File: config.mk
export PLATFORM = sky130hd
export DESIGN_NAME = mem_access_ctrl_flat
export DESIGN_NICKNAME = d
export VERILOG_FILES = /design/src/rtl/mem_access_ctrl_if.sv /design/src/rtl/mem_access_ctrl.sv /design/src/flat_wrapper.sv
export SDC_FILE = /design/constraint.sdc
export NUM_CORES = 1
export LEC_CHECK = 0
export ABC_AREA = 1
export CAP_MARGIN = 20
export CORE_MARGIN = 5
export CORE_UTILIZATION = 41
export DETAILED_ROUTE_END_ITERATION = 7
export PLACE_DENSITY = 0.84
export SLEW_MARGIN = 15
export SYNTH_ARGS = -nofsm -noshare
export SYNTH_HDL_FRONTEND = slang
export SYNTH_SLANG_ARGS = --single-unit
File: constraint.sdc
create_clock -name clk -period 1.3 [get_ports clk]
set_input_delay 0.13 -clock clk [delete_from_list [all_inputs] [get_ports clk]]
set_output_delay 0.13 -clock clk [all_outputs]
set_load 0.01 [all_outputs]
File: src/rtl/mem_access_ctrl_if.sv
// CPU-side request/response bundle for mem_access_ctrl.
// The control unit is the master; the sequencer is the slave.
interface mem_access_ctrl_if #(
  parameter int unsigned ADDR_W = 8,
  parameter int unsigned DATA_W = 16
);
  logic              rd_req;
  logic              wr_req;
  logic [ADDR_W-1:0] addr;
  logic [DATA_W-1:0] wr_data;
  logic [DATA_W-1:0] rd_data;
  logic              done;
  logic              busy;
  logic              err;
  logic              err_clr;

  modport master (
    output rd_req, wr_req, addr, wr_data, err_clr,
    input  rd_data, done, busy, err
  );

  modport slave (
    input  rd_req, wr_req, addr, wr_data, err_clr,
    output rd_data, done, busy, err
  );
endinterface

File: src/rtl/mem_access_ctrl.sv
// Sequences single-word reads/writes into a synchronous BRAM, absorbing its read latency.
// Every output is driven straight from a flop.
module mem_access_ctrl #(
  parameter int unsigned ADDR_W = 8,
  parameter int unsigned DATA_W = 16,
  parameter int unsigned RD_LAT = 2
) (
  input  logic              clk,
  input  logic              rst,
  mem_access_ctrl_if.slave  bus,
  output logic              ram_en_o,
  output logic              ram_we_o,
  output logic [ADDR_W-1:0] ram_addr_o,
  output logic [DATA_W-1:0] ram_wdata_o,
  input  logic [DATA_W-1:0] ram_rdata_i
);

  localparam int unsigned CntW = (RD_LAT > 1) ? $clog2(RD_LAT) : 1;

  typedef enum logic [1:0] {StIdle, StWrIssue, StRdIssue, StRdWait} state_e;

  state_e            state_q, state_d;
  logic [CntW-1:0]   cnt_q, cnt_d;
  logic [DATA_W-1:0] rd_data_q, rd_data_d;
  logic              done_q, done_d;
  logic              busy_q, busy_d;
  logic              err_q, err_d;
  logic              ram_en_q, ram_en_d;
  logic              ram_we_q, ram_we_d;
  logic [ADDR_W-1:0] ram_addr_q, ram_addr_d;
  logic [DATA_W-1:0] ram_wdata_q, ram_wdata_d;

  always_comb begin
    state_d     = state_q;
    cnt_d       = cnt_q;
    rd_data_d   = rd_data_q;
    done_d      = 1'b0;
    err_d       = err_q & ~bus.err_clr;
    ram_en_d    = 1'b0;
    ram_we_d    = 1'b0;
    ram_addr_d  = ram_addr_q;
    ram_wdata_d = ram_wdata_q;

    unique case (state_q)
      StIdle: begin
        if (bus.rd_req && bus.wr_req) begin
          err_d = 1'b1;
        end else if (bus.wr_req) begin
          ram_addr_d  = bus.addr;
          ram_wdata_d = bus.wr_data;
          ram_en_d    = 1'b1;
          ram_we_d    = 1'b1;
          state_d     = StWrIssue;
        end else if (bus.rd_req) begin
          ram_addr_d = bus.addr;
          ram_en_d   = 1'b1;
          state_d    = StRdIssue;
        end
      end
      StWrIssue: begin
        done_d  = 1'b1;
        state_d = StIdle;
      end
      StRdIssue: begin
        cnt_d   = CntW'(RD_LAT - 1);
        state_d = StRdWait;
      end
      StRdWait: begin
        if (cnt_q == '0) begin
          rd_data_d = ram_rdata_i;
          done_d    = 1'b1;
          state_d   = StIdle;
        end else begin
          cnt_d = cnt_q - 1'b1;
        end
      end
      default: state_d = StIdle;
    endcase

    // A request while busy is dropped; the in-flight access is untouched.
    if ((state_q != StIdle) && (bus.rd_req || bus.wr_req)) begin
      err_d = 1'b1;
    end

    busy_d = (state_d != StIdle);
  end

  always_ff @(posedge clk or negedge rst) begin
    if (!rst) begin
      state_q     <= StIdle;
      cnt_q       <= '0;
      rd_data_q   <= '0;
      done_q      <= 1'b0;
      busy_q      <= 1'b0;
      err_q       <= 1'b0;
      ram_en_q    <= 1'b0;
      ram_we_q    <= 1'b0;
      ram_addr_q  <= '0;
      ram_wdata_q <= '0;
    end else begin
      state_q     <= state_d;
      cnt_q       <= cnt_d;
      rd_data_q   <= rd_data_d;
      done_q      <= done_d;
      busy_q      <= busy_d;
      err_q       <= err_d;
      ram_en_q    <= ram_en_d;
      ram_we_q    <= ram_we_d;
      ram_addr_q  <= ram_addr_d;
      ram_wdata_q <= ram_wdata_d;
    end
  end

  assign bus.rd_data  = rd_data_q;
  assign bus.done     = done_q;
  assign bus.busy     = busy_q;
  assign bus.err      = err_q;
  assign ram_en_o     = ram_en_q;
  assign ram_we_o     = ram_we_q;
  assign ram_addr_o   = ram_addr_q;
  assign ram_wdata_o  = ram_wdata_q;

endmodule

File: src/flat_wrapper.sv
// flat-port wrapper written by rule: the top's interface ports become plain ports
module mem_access_ctrl_flat 
#(
  parameter int unsigned ADDR_W = 8,
  parameter int unsigned DATA_W = 16,
  parameter int unsigned RD_LAT = 2
)
  (clk, rst, ram_en_o, ram_we_o, ram_addr_o, ram_wdata_o, ram_rdata_i, bus_rd_req, bus_wr_req, bus_addr, bus_wr_data, bus_err_clr, bus_rd_data, bus_done, bus_busy, bus_err);
  mem_access_ctrl_if #(.ADDR_W(ADDR_W), .DATA_W(DATA_W)) bus_i ();
  input  logic clk;
  input  logic rst;
  output logic ram_en_o;
  output logic ram_we_o;
  output logic [ADDR_W-1:0] ram_addr_o;
  output logic [DATA_W-1:0] ram_wdata_o;
  input  logic [DATA_W-1:0] ram_rdata_i;
  input wire logic [$bits(bus_i.rd_req)-1:0] bus_rd_req;
  input wire logic [$bits(bus_i.wr_req)-1:0] bus_wr_req;
  input wire logic [$bits(bus_i.addr)-1:0] bus_addr;
  input wire logic [$bits(bus_i.wr_data)-1:0] bus_wr_data;
  input wire logic [$bits(bus_i.err_clr)-1:0] bus_err_clr;
  output wire logic [$bits(bus_i.rd_data)-1:0] bus_rd_data;
  output wire logic [$bits(bus_i.done)-1:0] bus_done;
  output wire logic [$bits(bus_i.busy)-1:0] bus_busy;
  output wire logic [$bits(bus_i.err)-1:0] bus_err;
  assign bus_i.rd_req = bus_rd_req;
  assign bus_i.wr_req = bus_wr_req;
  assign bus_i.addr = bus_addr;
  assign bus_i.wr_data = bus_wr_data;
  assign bus_i.err_clr = bus_err_clr;
  assign bus_rd_data = bus_i.rd_data;
  assign bus_done = bus_i.done;
  assign bus_busy = bus_i.busy;
  assign bus_err = bus_i.err;
  mem_access_ctrl #(.ADDR_W(ADDR_W), .DATA_W(DATA_W), .RD_LAT(RD_LAT)) u_core (.clk(clk), .rst(rst), .bus(bus_i), .ram_en_o(ram_en_o), .ram_we_o(ram_we_o), .ram_addr_o(ram_addr_o), .ram_wdata_o(ram_wdata_o), .ram_rdata_i(ram_rdata_i));
endmodule
After elaboration in Yosys (flattened, before gate mapping)
Index checks and enable logic that the tools add are counted.
{"block": "word_totals", "ff_bits": 48, "output_inout_bits": 45, "ram_bits": 0, "elab_cells": 50, "inputBits": 45, "latch_bits": 0, "rom_bits": 0, "n_memories": 0}
{"block": "op_classes", "order_cmp": 0, "n_bitwise": 4, "eq_ne": 3, "muxes": 21, "n_shift": 0, "mul": 0, "n_div": 0, "add_sub_neg": 1, "reduce_logical": 11}
{"cell": "$mux 8", "count": 2}
{"cell": "$mux 1", "count": 12}
{"cell": "$mux 2", "count": 4}
{"cell": "$pmux 2 s4", "count": 1}
{"cell": "$reduce_bool 2->1", "count": 4}
{"cell": "$reduce_and 3->1", "count": 2}
{"cell": "$eq 2x2->1 const B", "count": 2}
{"cell": "$pmux 1 s2", "count": 2}
{"cell": "$not 1->1", "count": 3}
{"cell": "$eq 2x1->1 const B", "count": 1}
{"cell": "$logic_and 1x1->1", "count": 2}
{"cell": "$logic_not 2->1", "count": 1}
{"cell": "$reduce_and 2->1", "count": 1}
{"cell": "$and 1x1->1", "count": 1}
{"cell": "$logic_or 1x1->1", "count": 1}
{"cell": "$sub 1x1->1 const B", "count": 1}

Logic depth before layout (Yosys ltp)
Gate-level depths: netlist (run 1).
{"block": "depth", "ltp_word": 5, "depth_mapped": 7, "depth_no_buf": 6}

Worst setup path before layout (run 1)
OpenSTA, ideal clock, no wires.
{"block": "synth_timing", "path_kind": "flip-flop to flip-flop", "start": "register u_core.state_q[0]", "end": "register u_core.ram_wdata_q[0] (netlist: u_core.ram_wdata_o[0])", "n_path_buf": 1, "setup_time_ns": 0.116, "arrival_ns": 0.951, "t_required_ns": 1.184, "synth_period_minus_slack_ns": 1.067, "stages_incl_launch_ff": 6, "slack_ns": 0.233, "path_cell_list": "dfrtp_1 nor2_4 nand2_4 buf_4 nand2_1 nand2_1"}
{"block": "synth_via", "elab_chain_cells": 2}
{"element": "from (decl)", "line_no": "mem_access_ctrl.sv:22", "rtl": "state_e state_q, state_d;"}
{"element": "from (signal assigned)", "line_no": "mem_access_ctrl.sv:90", "rtl": "state_q <= StIdle;"}
{"element": "from (signal assigned)", "line_no": "mem_access_ctrl.sv:101", "rtl": "state_q <= state_d;"}
{"element": "$logic_not 2->1", "line_no": "mem_access_ctrl.sv:44", "rtl": "unique case (state_q)"}
{"element": "$reduce_and 3->1 (no line)"}
{"element": "to (signal assigned)", "line_no": "mem_access_ctrl.sv:110", "rtl": "ram_wdata_q <= ram_wdata_d;"}
{"element": "to (decl)", "line_no": "mem_access_ctrl.sv:31", "rtl": "logic [DATA_W-1:0] ram_wdata_q, ram_wdata_d;"}
No other way between the ends.
A chain may end at the register's enable or synchronous reset.

Final worst setup path (run 1)
{"block": "layout_timing", "start": "input bus_wr_req", "end": "register u_core.ram_addr_q[7] (netlist: u_core.ram_addr_o[7])"}
{"block": "layout_via", "elab_chain_cells": 3, "word_cells_on_any_way": 5, "classes_between": "1 x mux; 1 x bitwise; 3 x reduce/logical"}
{"element": "from (decl)", "line_no": "flat_wrapper.sv:18", "rtl": "input wire logic [$bits(bus_i.wr_req)-1:0] bus_wr_req;"}
{"element": "$logic_and 1x1->1", "line_no": "mem_access_ctrl.sv:46", "rtl": "if (bus.rd_req && bus.wr_req) begin"}
{"element": "$not 1->1 (no line)"}
{"element": "$reduce_and 3->1 (no line)"}
{"element": "to (signal assigned)", "line_no": "mem_access_ctrl.sv:109", "rtl": "ram_addr_q <= ram_addr_d;"}
{"element": "to (decl)", "line_no": "mem_access_ctrl.sv:30", "rtl": "logic [ADDR_W-1:0] ram_addr_q, ram_addr_d;"}
Several ways; a longest one is shown, not always the timed one.

==> results.py, run 1 <==
metrics = {
    "timing": {
        "min_period_over_period_pct": 86.6,
        "fin_worst_skew_ns": 0.00400,
        "max_slew_margin_pct": 70.7,
        "min_period_ns": 1.13,
        "fmax_mhz": 888,
        "hold_viol": 0,
        "rsz0062_at_grt": "no",
        "maxSlewViolCount": 0,
        "setup_viol": 0,
        "worst_pin_slew_ns": 0.439,
    },
    "clock_tree": {
        "clockRootBuffer": "clkbuf_8",
        "clk_pin_slew_ns": 0.08,
        "clk_latency_ns": 0.29,
        "cts_buffers": 5,
        "postCtsSetupBuffers": 0,
        "cts_tree": "built",
        "clock_sinks": 48,
        "cts-root-to-sink-buffers": 2,
        "htreeDepth": 2,
    },
    "logic_synthesis": {
        "yosys-top-cells-area": "dfrtp_1, nand2_1, nand3_1",
        "syn-num-nets": 254,
        "syn_area_mm2": 0.00192,
        "ys_warn_count": 0,
        "yosysTopAreaCell": "dfrtp_1",
        "syn_area_per_cell_um2": 9.33,
        "synth_cell_types": 20,
        "synth_top_cell_area_share_pct": 62.5,
        "synth-seq-cells": 48,
        "ys_seq_area_share_pct": 62.5,
        "synth_cells": 206,
    },
    "drt": {
        "dr.pass1.iters": 4,
        "routedWlPerCell_um": 12.6,
        "drt_iter0_markers": 60,
        "postRouteAntennaNets": 0,
        "vias_per_cell": 4.51,
        "vias": 1615,
        "routed_wl_um": 4500,
        "drc_errors": 0,
    },
    "floorplan": {
        "fp-row-count": 25,
        "die-area_mm2": 0.00616,
        "core_mm2": 0.00463,
        "start_util_pct": 41.5,
        "die_h_um": 78.5,
        "die_w_um": 78.5,
        "num_io_pins": 90,
    },
    "cells_and_area": {
        "final_common_cell": "nand2_1",
        "diodes": 0,
        "layout_common_cells": "nand2_1, dfrtp_1, clkdlybuf4s50_1, dlygate4sd2_1, nand3_1",
        "postLayoutCoreUtil_pct": 63.6,
        "final_area_mm2": 0.00295,
        "layout.nets": 352,
        "drive_gt1_share_pct": 7.57,
        "area_growth_pct": 53.3,
    },
    "pwr": {
        "power-per-cell-area_mw_per_mm2": 2040,
        "power_leakage_nw": 1.62,
        "worst_ir_drop_vdd_uv": 1040,
    },
    "setup_path": {
        "critPathLaunchType": "input port",
        "worstSetupPathType": "input port to flip-flop",
        "critPathRequiredTime_ns": 1.48,
        "crit_path_max_fanout": 4,
        "worst_ep_arrival_time_ns": 1.31,
        "end_kind": "flip-flop",
    },
    "grt": {
        "use_met1_pct": 19.1,
        "grt_pass1_vias": 1673,
        "groute.usage.overall_pct": 15.9,
        "grt.busiest_layer": "met2",
        "grt_pass1_wl_um": 7640,
        "grt-ovfl-total": 0,
        "met3_usage_pct": 5.85,
        "grt_max_degree": 19,
        "grtUsageMet2_pct": 25.9,
        "antenna_found_initial": 0,
    },
    "placement": {
        "gp_congestion": 0.681,
        "io_buffers": 89,
        "placed_area_mm2": 0.00291,
        "dp_hpwl_um": 3540,
    },
    "run_status": {
        "status": "finished clean",
    },
    "job": {
        "maxCapViolations": 0,
    },
    "hold_path": {
        "hp-class": "input port to async pin",
    },
}
## logic make-up (layout without fill, tap and decap cells)
kind of cell / Yosys count / after routing / synth area share (%)
AOI/OAI and AO/OA: 3 / 3 / 0.911
adders and majority gates: 3 / 3 / 1.95
buffers and inverters: 16 / 114 / 5.34
DFF: 48 / 48 / 62.5
and+or+nand+nor: 136 / 136 / 29.3
## critical path, stage by stage
cell and delay [ns]:
clkdlybuf4s50_1 0.50, inv_1 0.07, ha_1 0.28, nand2_2 0.07, buf_4 0.16, nand2_1 0.05
nand2_1 0.05
## cell usage after synthesis
| master | count |
|---|---|
| nand2_2 | 3 |
| buf_2 | 1 |
| ha_1 | 3 |
| nor2_1 | 1 |
| inv_2 | 1 |
| clkinv_2 | 1 |
| nand3_1 | 18 |
| o21ai_0 | 1 |
| clkinv_4 | 1 |
| inv_6 | 1 |
| o211ai_1 | 1 |
| buf_4 | 1 |
| buf_6 | 2 |
| a21oi_1 | 1 |
| dfrtp_1 | 48 |
| nand2_4 | 2 |
| nand2_1 | 111 |
| buf_8 | 1 |
| inv_1 | 7 |
| nor2_4 | 1 |
## per-layer routing
metal | share of wire (%) | vias up
met5 | 0 | -
met4 | 1.1 | 0
met3 | 9.0 | 5
met2 | 48 | 61
met1 | 42 | 725
li1 | - | 824
## final timing paths
| kind | startpoint | to | slack [ns] | depth (start not counted) |
|---|---|---|---|---|
| min reg2reg | u_core.ram_addr_o[4] | u_core.ram_addr_o[4] | 0.48 | 2 |
| max reg2reg | u_core.state_q[1] | u_core.ram_wdata_o[0] | 0.18 | 5 |
| max | bus_wr_req | u_core.ram_addr_o[7] | 0.17 | 7 |
| max in group asynchronous | rst | u_core.ram_wdata_o[9] | 0.56 | 3 |
| min | rst | u_core.bus.err | 0.31 | 2 |
| min in group clk | bus_addr[1] | u_core.ram_addr_o[1] | 0.37 | 3 |
## sequential cells by signal, indices dropped and copies added, names as in the netlist
register            cells
u_core.ram_we_o         1
u_core.ram_en_o         1
u_core.bus.done         1
u_core.bus.busy         1
u_core.ram_addr_o       8
u_core.bus.rd_data     16
u_core.state_q          2
u_core.bus.err          1
u_core.cnt_q            1
u_core.ram_wdata_o     16
## metrics by stage
stage / TNS, ns / cells / worst slack, ns / total power, mW / hold slack (ns)
finish: 0 / 358 / 0.174 / 6.00 / 0.313
global route: 0 / 358 / 0.0735 / 6.50 / 0.342
global placement: -1.17 / 350 / -0.111 / 5.63 / 0.0951
floorplan: 0 / 206 / 0.233 / 3.97 / -0.166
detailed placement: -1.48 / 350 / -0.139 / 5.74 / 0.0990
CTS: 0 / 358 / 0.00577 / 6.11 / 0.302
## repair_timing
item	CTS	global route
pin swaps	0	0
gates resized for setup	43	2
endpoints found under the setup margin	43	2
hold buffers	1	0
hold endpoints to repair	15	0
## power breakdown
part / switching [mW] / internal, mW / leakage, nW
Sequential: 0.383 / 2.20 / 0.589
Combinational: 1.42 / 1.19 / 0.994
Clock: 0.445 / 0.366 / 0.0410
## area by class of cell
| type | count | area [µm²] |
|---|---|---|
| timing repair buffer | 96 | 930 |
| fill | 423 | 1680 |
| clock inverter | 1 | 5.00 |
| tap | 54 | 67.6 |
| inverter | 11 | 52.6 |
| sequential | 48 | 1200 |
| multi-input combinational | 142 | 618 |
| clock buffer | 6 | 72.6 |
No activity file was read; power rests on OpenSTA's default activity.
==> run 2: changes to the inputs <==
- ABC_AREA: 1 -> not set
- CORE_MARGIN: 5 -> 2
- CORE_UTILIZATION: 41 -> 42
- CTS_BUF_LIST: not set -> sky130_fd_sc_hd__clkbuf_8
- PLACE_DENSITY: 0.84 -> 0.86
==> results.py, run 2 <==
metrics = {
    "timing": {
        "min_period_over_period_pct": 106,
        "setup_viol": 40,
        "fmax_mhz": 725,
        "fin_worst_skew_ns": 0.00632,
        "min_period_ns": 1.38,
        "worst_pin_slew_ns": 0.477,
        "max_slew_margin_pct": 68.2,
        "hold_viol": 0,
        "rsz0062_at_grt": "yes",
        "maxSlewViolCount": 0,
        "timing.final.ws_setup_ns": -0.0797,
    },
    "setup_path": {
        "reg2reg_depth": 3,
        "end_kind": "flip-flop",
        "rrSetupSlack_ns": -0.08,
        "r2r_start": "u_core.state_q[0]",
        "critPathLaunchType": "flip-flop",
        "critPathRequiredTime_ns": 1.48,
        "crit_start": "u_core.state_q[0]",
        "crit_end": "u_core.ram_wdata_o[12]",
        "worst_ep_arrival_time_ns": 1.56,
        "worstSetupPathType": "flip-flop to flip-flop",
        "reg2reg_to": "u_core.ram_wdata_o[12]",
        "crit_path_max_fanout": 17,
    },
    "job": {
        "maxCapViolations": 0,
    },
    "pwr": {
        "finalPower_mw": 6.56,
        "pwr-share-seq_pct": 40.1,
        "clkPwrFrac_pct": 14.0,
        "worst_ir_drop_vdd_uv": 939,
        "p_int_mw": 4.52,
        "power_leakage_nw": 1.46,
        "power-per-cell-area_mw_per_mm2": 2130,
        "power.switching_mw": 2.04,
        "pwr-share-comb_pct": 45.9,
        "switching_share_pct": 31.1,
    },
    "floorplan": {
        "die_h_um": 71.3,
        "num_io_pins": 90,
        "die-area_mm2": 0.00509,
        "fp-row-count": 24,
        "core_mm2": 0.00435,
        "start_util_pct": 43.7,
        "die_w_um": 71.3,
    },
    "placement": {
        "gp_congestion": 0.744,
        "placed_area_mm2": 0.00293,
        "io_buffers": 89,
        "dp_hpwl_um": 2930,
    },
    "clock_tree": {
        "clk_pin_slew_ns": 0.09,
        "clock_sinks": 48,
        "postCtsSetupBuffers": 0,
        "cts_tree": "built",
        "cts_buffers": 5,
        "clockRootBuffer": "clkbuf_8",
        "cts-root-to-sink-buffers": 2,
        "htreeDepth": 2,
        "clk_latency_ns": 0.30,
    },
    "cells_and_area": {
        "layout_common_cells": "dlygate4sd2_1, dfrtp_1, clkdlybuf4s50_1",
        "fillerInstances": 324,
        "area_growth_pct": 61.9,
        "diodes": 0,
        "multi_input_area_um2": 692,
        "regArea_mm2": 0.00120,
        "layout.nets": 269,
        "final_area_mm2": 0.00308,
        "drive_gt1_share_pct": 31.1,
    },
    "drt": {
        "postRouteAntennaNets": 0,
        "routed_wl_um": 4230,
        "vias_per_cell": 4.74,
        "drt_iter0_markers": 67,
        "drc_errors": 0,
        "dr.pass1.iters": 4,
        "routedWlPerCell_um": 15.4,
        "vias": 1299,
    },
    "logic_synthesis": {
        "synth_ff_type": "dfrtp_1",
        "syn-num-nets": 163,
        "ys_warn_count": 0,
        "synth_edf_count": 0,
        "syn_area_mm2": 0.00190,
        "synth_top_cell_area_share_pct": 63.1,
        "syn_area_per_cell_um2": 16.5,
        "synth_cells": 115,
        "synth-seq-cells": 48,
        "yosys-top-cells-area": "dfrtp_1, mux2_2, mux2_4",
        "async_flop_share_pct": 100,
        "yosysMostFrequentCell": "dfrtp_1",
        "synth_common_cells": "dfrtp_1, mux2_2, mux2_4",
        "synth_cell_types": 20,
        "ys_seq_area_share_pct": 63.1,
        "yosysTopAreaCell": "dfrtp_1",
    },
    "grt": {
        "grt_max_degree": 30,
        "grt-ovfl-total": 0,
        "groute.usage.overall_pct": 17.7,
        "grt_pass1_wl_um": 6950,
        "antenna_found_initial": 0,
        "grt_pass1_vias": 1382,
    },
    "run_status": {
        "status": "complete, but fails checks",
        "violations": "negative setup slack",
    },
    "hold_path": {
        "hp-class": "input port to async pin",
    },
}
[run 2: how the worst min path moves through the flow]
stage	startpoint	end	slack [ns]	cells after the start
after floorplan	rst	u_core.bus.busy	-0.17	0
after global placement	rst	u_core.bus.rd_data[13]	0.11	1
after detailed placement	rst	u_core.bus.rd_data[13]	0.12	1
after CTS	rst	u_core.cnt_q	0.33	2
after global routing	rst	u_core.cnt_q	0.36	2
final	rst	u_core.ram_addr_o[0]	0.31	2
[run 2: logic make-up after synthesis]
logic type      Yosys count  synth area share [%]
fa+ha+maj                 3                  1.97
mux                      40                  25.4
simple gates              7                  3.35
buf+inv                   9                  3.55
compound gates            8                  2.56
flops                    48                  63.1
[run 2: cell type report]
class / count / area share (%)
flip-flops and latches: 48 / 39.1
repair buffers: 104 / 32.7
multi-input cells: 58 / 22.5
clock buffers: 6 / 2.68
well taps: 52 / 2.11
clock inverters: 2 / 0.487
inverters: 4 / 0.487
[run 2: critical path, stage by stage (launching register included)]
cell	delay, ns
dfrtp_2	0.47
nor3b_4	0.25
buf_12	0.20
mux2_2	0.34
[run 2: timing repair]
action                                  in CTS  in global routing
endpoints found under the setup margin      84                 41
hold endpoints to repair                    19                  0
gates resized for setup                     61                  5
pin swaps                                    0                  1
hold buffers                                 1                  0
cloned                                       1                  1
[run 2: routing by layer]
| layer | GRT usage [%] | part of all wire (%) |
|---|---|---|
| met2 | 29.1 | 47 |
| met1 | 22.9 | 44 |
| met3 | 4.36 | 6.9 |
| met4 | 6.50 | 2.2 |
| met5 | 0 | 0 |
[run 2: power groups by stage]
stage          Sequential [mW]  Clock (mW)  Combinational, mW
2_1_floorplan             2.95           0               1.14
3_3_place_gp              2.62           0               3.23
3_5_place_dp              2.65           0               3.30
4_1_cts                   2.62       0.952               2.97
5_1_grt                   2.72        1.01               3.21
6_report                  2.63       0.922               3.01
[run 2: per-stage QoR]
stage                     hold slack (ns)  std cells  setup TNS (ns)  utilization, %  worst slack (ns)
after global placement              0.106        263          -10.26            67.3            -0.485
after CTS                           0.326        273           -1.30            69.7           -0.0783
final                               0.315        274           -1.30            70.8           -0.0797
after detailed placement            0.117        263          -11.33            67.3            -0.533
after global routing                0.360        274           -3.04            70.8            -0.129
after floorplan                    -0.166        115           -1.90               -            -0.166
